`config.mk`:
```
export PLATFORM = sky130hd
export DESIGN_NAME = weight_fetch_sequencer
export DESIGN_NICKNAME = d
export VERILOG_FILES = /design/src/rtl/weight_fetch_sequencer.sv
export SDC_FILE = /design/constraint.sdc
export NUM_CORES = 1
export LEC_CHECK = 0
export ABC_AREA = 1
export ABC_CLOCK_PERIOD_IN_PS = 3300
export BUFFER_PORTS_ARGS = -buffer_cell sky130_fd_sc_hd__buf_2
export CELL_PAD_IN_SITES_DETAIL_PLACEMENT = 2
export CELL_PAD_IN_SITES_GLOBAL_PLACEMENT = 2
export CORE_MARGIN = 2
export CORE_UTILIZATION = 33
export DETAILED_ROUTE_END_ITERATION = 8
export GPL_ROUTABILITY_DRIVEN = 0
export GPL_TIMING_DRIVEN = 1
export PLACE_DENSITY_LB_ADDON = 0.1
export SETUP_SLACK_MARGIN = 0.2
export SYNTH_ARGS = -nofsm -noshare
export SYNTH_HDL_FRONTEND = slang
export SYNTH_SLANG_ARGS = --single-unit
export TNS_END_PERCENT = 20
```
`constraint.sdc`:
```
create_clock -name clock -period 3.3 [get_ports clock]
set_input_delay 0.165 -clock clock [delete_from_list [all_inputs] [get_ports clock]]
set_output_delay 0.165 -clock clock [all_outputs]
set_load 0.02 [all_outputs]
```
`src/rtl/weight_fetch_sequencer.sv`:
```
// Walks every (kernel, pixel) weight address, reads each byte from the weight SRAM
// and hands it to the kernel weight buffer over a valid/ready handshake.
module weight_fetch_sequencer #(
  parameter int unsigned READ_LAT = 1,
  parameter int unsigned KERN_AW  = 4,
  parameter int unsigned PIX_AW   = 6
) (
  input  logic               clock,
  input  logic               reset,
  input  logic               start,
  input  logic               abort,
  input  logic [KERN_AW-1:0] numKern,
  input  logic [PIX_AW-1:0]  numPix,
  input  logic [7:0]         weightIn,
  output logic               enableWSRAM,
  output logic               writeWSRAM,
  output logic               readWSRAM,
  output logic [KERN_AW-1:0] WkernAddr,
  output logic [PIX_AW-1:0]  WpixAddr,
  output logic [7:0]         weightOut,
  output logic [KERN_AW-1:0] weightKern,
  output logic [PIX_AW-1:0]  weightPix,
  output logic               weightValid,
  input  logic               weightReady,
  output logic               busy,
  output logic               weightsPulled
);

  typedef enum logic [2:0] {
    S_IDLE,
    S_ISSUE,
    S_WAIT,
    S_PRESENT,
    S_DONE
  } state_t;

  localparam logic [1:0] WAIT_LAST = 2'(READ_LAT - 1);

  state_t             state_q, state_d;
  logic [KERN_AW-1:0] kern_q, kern_d;
  logic [PIX_AW-1:0]  pix_q, pix_d;
  logic [KERN_AW-1:0] nk_q, nk_d;
  logic [PIX_AW-1:0]  np_q, np_d;
  logic [1:0]         wcnt_q, wcnt_d;
  logic [7:0]         wout_q, wout_d;
  logic [KERN_AW-1:0] wkern_q, wkern_d;
  logic [PIX_AW-1:0]  wpix_q, wpix_d;

  always_ff @(posedge clock or negedge reset) begin
    if (!reset) begin
      state_q <= S_IDLE;
      kern_q  <= '0;
      pix_q   <= '0;
      nk_q    <= '0;
      np_q    <= '0;
      wcnt_q  <= '0;
      wout_q  <= '0;
      wkern_q <= '0;
      wpix_q  <= '0;
    end else begin
      state_q <= state_d;
      kern_q  <= kern_d;
      pix_q   <= pix_d;
      nk_q    <= nk_d;
      np_q    <= np_d;
      wcnt_q  <= wcnt_d;
      wout_q  <= wout_d;
      wkern_q <= wkern_d;
      wpix_q  <= wpix_d;
    end
  end

  always_comb begin
    state_d = state_q;
    kern_d  = kern_q;
    pix_d   = pix_q;
    nk_d    = nk_q;
    np_d    = np_q;
    wcnt_d  = wcnt_q;
    wout_d  = wout_q;
    wkern_d = wkern_q;
    wpix_d  = wpix_q;

    case (state_q)
      S_IDLE: begin
        if (start && !abort) begin
          nk_d    = numKern;
          np_d    = numPix;
          kern_d  = '0;
          pix_d   = '0;
          state_d = S_ISSUE;
        end
      end
      S_ISSUE: begin
        wcnt_d  = '0;
        state_d = S_WAIT;
      end
      S_WAIT: begin
        // The SRAM data is only trusted on the last WAIT edge; earlier cycles are ignored.
        if (wcnt_q == WAIT_LAST) begin
          wout_d  = weightIn;
          wkern_d = kern_q;
          wpix_d  = pix_q;
          state_d = S_PRESENT;
        end else begin
          wcnt_d = wcnt_q + 2'd1;
        end
      end
      S_PRESENT: begin
        if (weightReady) begin
          if (pix_q == np_q && kern_q == nk_q) begin
            state_d = S_DONE;
          end else if (pix_q == np_q) begin
            pix_d   = '0;
            kern_d  = kern_q + 1'b1;
            state_d = S_ISSUE;
          end else begin
            pix_d   = pix_q + 1'b1;
            state_d = S_ISSUE;
          end
        end
      end
      S_DONE:  state_d = S_IDLE;
      default: state_d = S_IDLE;
    endcase

    if (abort && state_q != S_IDLE) begin
      state_d = S_IDLE;
      kern_d  = '0;
      pix_d   = '0;
    end
  end

  assign enableWSRAM   = (state_q == S_ISSUE) || (state_q == S_WAIT) || (state_q == S_PRESENT);
  assign writeWSRAM    = 1'b0;
  assign readWSRAM     = (state_q == S_ISSUE);
  assign WkernAddr     = kern_q;
  assign WpixAddr      = pix_q;
  assign weightOut     = wout_q;
  assign weightKern    = wkern_q;
  assign weightPix     = wpix_q;
  assign weightValid   = (state_q == S_PRESENT);
  assign busy          = (state_q != S_IDLE);
  assign weightsPulled = (state_q == S_DONE);

endmodule

```
Yosys cells after proc, flatten, opt, wreduce, memory -nomap -nowiden
Cells that the tools add are included.

Word-level logic and storage cells: 61. Register bits: 43. Input port bits: 23. Output and inout bits: 34.

Equal/unequal tests: 12. Reduce and logical (&&, ||, !) cells: 17. $add $sub $neg: 3. Muxes and demuxes: 20.

Operators by type and width (number): $mux W6 (5); $mux W4 (5); $mux W3 (5); $pmux W3 S4 (1); $pmux W6 S2 (1); $pmux W4 S2 (1); $add A6 B1 Y6 const B (1); $eq A3 B2 Y1 const B (2); $eq A6 B6 Y1 (1); $ne A3 B1 Y1 const B (2); $ne A3 B3 Y1 const B (2); $reduce_and A2 Y1 (3); $reduce_bool A3 Y1 (2); $reduce_and A5 Y1 (1); $add A4 B1 Y4 const B (1); $eq A4 B4 Y1 (1); $pmux W2 S2 (1); $reduce_and A4 Y1 (1); $eq A3 B1 Y1 const B (1); $eq A3 B3 Y1 const B (1); $logic_and A1 B1 Y1 (3); $logic_not A3 Y1 (1); $ne A3 B2 Y1 const B (1); $reduce_and A3 Y1 (1); other kinds (7) (8).

Depth between registers and ports, before layout
Word-level depth: 6. Mapped depth: 11. Depth with buffers taken out: 11.

Least setup slack after synthesis
No wires, ideal clock.

Path type: reg2reg. Start point: register pix_q[2] (netlist: WpixAddr[2]). End point: register pix_q[2] (netlist: WpixAddr[2]). Arrival: 1463 ps. Setup slack: 1763 ps. Stages on the path, launching flop included: 12. Period minus slack after synthesis: 1537 ps. Cell sequence: dfrtp_1 inv_1 nand2_1 nand2_1 nor2_2 nand2_2 nor2_4 nand4_2 nand3_2 buf_8 nand2_1 o21ai_2.

Longest elaborated chain between the ends: 6. Elaborated cells between the ends (all ways): 10.

Ends and longest elaborated chain: start, declared (line 41) `logic [PIX_AW-1:0] pix_q, pix_d;`; start signal, assigned (line 63) `pix_q <= pix_d;`; $add A6 B1 Y6 / $eq A6 B6 Y1 (equally long branches) (line 118, 111, 113); $mux W6 (line 113) `end else if (pix_q == np_q) begin`; $mux W6 (line 111) `if (pix_q == np_q && kern_q == nk_q) begin`; $mux W6 (line 110) `if (weightReady) begin`; $pmux W6 S2 (line 84) `case (state_q)`; $mux W6 (line 127) `if (abort && state_q != S_IDLE) begin`.

Several ways; a longest one is shown, not always the timed one. The select of a mux whose other input is x is not followed. A chain may end at the register's enable or synchronous reset.

Worst setup path in the final report
Start point: register state_q[1]. End point: register nk_q[2].

Longest elaborated chain between the ends: 2.

Ends and longest elaborated chain: start, declared (line 39) `state_t state_q, state_d;`; start signal, assigned (line 61) `state_q <= state_d;`; $logic_not A3 Y1 (line 84); $reduce_and A2 Y1 (no line); end signal, assigned (line 64) `nk_q <= nk_d;`; end, declared (line 42) `logic [KERN_AW-1:0] nk_q, nk_d;`.

No other way between the ends.

==> flow_metrics.env <==
export IMPL_portBuffers=55
export IMPL_finalCriticalPeriod_ns=1.86
export IMPL_core_area_sq_mm=0.00631
export IMPL_setup_worst_path_class="flip-flop to flip-flop"
export IMPL_cts_htree_levels=2
export IMPL_die_width_microns=84.8
export IMPL_worst_setup_path_end_kind="flip-flop"
export IMPL_min_path_type="primary input to async pin"
export IMPL_cts_buffer_depth=2
export IMPL_final_common_cell="nand2_1"
export IMPL_rows=29
export IMPL_placed_cells=373
export IMPL_cts_tree="done"
export IMPL_ys_ff_latch=43
export IMPL_grt_ovfl_total=0
export IMPL_status="complete, no violations"
export IMPL_wirelength_microns=5640
export IMPL_hold_viol_final=0
export IMPL_root_buffer="clkbuf_8"
export IMPL_grt_start_max_net_pins=44
export IMPL_finalSetupViolCount=0
export IMPL_max_slew_worst_pin_slew_ns=1.01
export IMPL_grt_pass1_wl_microns=9490
export IMPL_ant_nets=0
export IMPL_antenna_found_initial=0
export IMPL_yosysWarnings=0
export IMPL_numCtsBuffers=5
export IMPL_crit_fanout=17
export IMPL_maxSlewHeadroom_pct=32.9
export IMPL_cts_sinks=43
export IMPL_setup_tns_ns=0
export IMPL_die_y_microns=84.8
export IMPL_vias=1821
export IMPL_routedWlPerCell_microns=14.8
export IMPL_finClkSkew_ns=0.00421
export IMPL_maxCapViolCount=0
export IMPL_p_leak_uw=0.00137
export IMPL_grt_util_all_layers_pct=16.6
export IMPL_via_per_inst=4.78
export IMPL_rsz0062_at_grt="false"
export IMPL_drive_gt1_share_pct=31.6
export IMPL_fmax_mhz=537
export IMPL_slew_violations=0
export IMPL_ys_types=27
export IMPL_cts_hold_buffers=0
export IMPL_instances_no_fill=381
export IMPL_post_cts_buffers=0
export IMPL_worstReg2RegStart="state_q[1]$_DFFE_PN0P_"
export IMPL_arrival_ns=2.04
export IMPL_start_util_pct=34.1
export IMPL_dieArea_sq_mm=0.00718
export IMPL_synth_nets=272
export IMPL_dr_pass1_iters=4
export IMPL_path_clk_slew_ns=0.08
export IMPL_cts_resized=0
export IMPL_cp_startpoint="state_q[1]$_DFFE_PN0P_"
export IMPL_syn_cell_area_sq_mm=0.00215
export IMPL_start_kind="flip-flop"
export IMPL_timing_final_crit_share_pct=56.5
export IMPL_dp_hpwl_microns=4360
export IMPL_mostFrequentLayoutCells="nand2_1, buf_2, dfrtp_1, inv_1, nor2_1"
export IMPL_netlist_instances=246
export IMPL_drt_initial_drc_count=71
export IMPL_synth_area_per_cell_sq_um=8.75
export IMPL_cp_required_ns=3.48
export IMPL_clock_latency_ns=0.29
export IMPL_ios=57
export IMPL_peakVddDrop_mv=0.307
export IMPL_nets=329
export IMPL_insertedDiodeCount=0
export IMPL_seq_area_frac_synth_pct=50.0
export IMPL_pwr_density_cell_mw_per_mm2=774
export IMPL_route_detailed_drc=0
export IMPL_area_delta_synth_final_pct=21.1
export IMPL_grt_pass1_vias=1944
[cells by family (layout without fill, tap and decap cells)]
logic type | after synthesis | count (layout) | share of synthesized area [%]
and+or+nand+nor | 111 | 111 | 22.8
DFF | 43 | 43 | 50.0
buffers and inverters | 37 | 95 | 7.21
AOI/OAI and AO/OA | 30 | 30 | 7.91
muxes | 14 | 14 | 7.33
xor gates and xnor gates | 7 | 7 | 2.85
adders and majority gates | 3 | 3 | 1.74
other | 1 | 1 | 0.174
[cells in the mapped netlist (all sizes together)]
library cell,instances,share of area [%]
nand2,65,12
a21oi,11,2.6
inv,32,5.6
o21ai,17,4.7
nor3,2,0.47
nand3,10,2.6
ha,3,1.7
xnor2,4,1.6
xor2,3,1.2
clkbuf,2,0.35
nor2,27,5.6
conb,1,0.17
o211ai,2,0.70
dfrtp,43,50
nand4,7,2.3
mux2,14,7.3
buf,3,1.3
[metal layers]
metal  track usage, %  vias up  share of wire, %
met5                0        -                 0
met1             21.8      888                45
met3             2.75        2               4.0
met2             28.5       42                50
li1                 -      889                 -
met4             4.33        0              0.57
[state kept, by name (all words and copies together), names as in the netlist]
| name | cells |
|---|---|
| weightOut | 8 |
| weightKern | 4 |
| nk_q | 4 |
| WkernAddr | 4 |
| np_q | 6 |
| WpixAddr | 6 |
| wcnt_q | 2 |
| state_q | 3 |
| weightPix | 6 |
[metrics by stage]
stage               hold WS (ns)  cell area, sq um  utilization [%]  power, uW  worst slack, ns
global route              0.0930              2610             41.3       2170             1.26
detailed placement         0.402              2490             39.4       1610             1.44
global placement           0.395              2490             39.4       1570             1.50
CTS                       0.0812              2610             41.3       2060             1.41
floorplan                 -0.131              2150                -       1370             1.76
finish                    0.0274              2610             41.3       2020             1.44
[critical path, stage by stage, from the launching register on]
cell and delay (ns):
dfrtp_1 0.40, nor2_1 0.19, inv_2 0.06, nor2_2 0.15, nand3_1 0.49, mux2_2 0.46
[power breakdown]
group	internal, uW	leakage, uW	switching [uW]
sequential	677	0.000548	85.5
clock	245	0.0000612	185
combinational	283	0.000757	542
total	1210	0.00137	813
[layout make-up]
cell class | count | area, sq um
timing repair buffer | 55 | 275
clock inverter | 2 | 35.0
fill | 770 | 3710
clock buffer | 6 | 82.6
tap | 77 | 96.3
inverter | 32 | 120
multi-input combinational | 166 | 921
sequential | 43 | 1080
[worst paths after layout]
| path | to | slack, ns | depth (start not counted) |
|---|---|---|---|
| hold / removal | wcnt_q[1]$_DFFE_PN0P_ | 0.03 | 1 |
| setup / recovery | nk_q[2]$_DFFE_PN0P_ | 1.44 | 5 |
| max in group asynchronous | WpixAddr[5]$_DFFE_PN0P_ | 2.64 | 1 |
| setup reg to reg | nk_q[2]$_DFFE_PN0P_ | 1.44 | 5 |
| hold reg to reg | weightPix[2]$_DFFE_PN0P_ | 0.49 | 2 |
| min in group clock | nk_q[1]$_DFFE_PN0P_ | 0.10 | 2 |
Power figures use the tool's default switching activity.
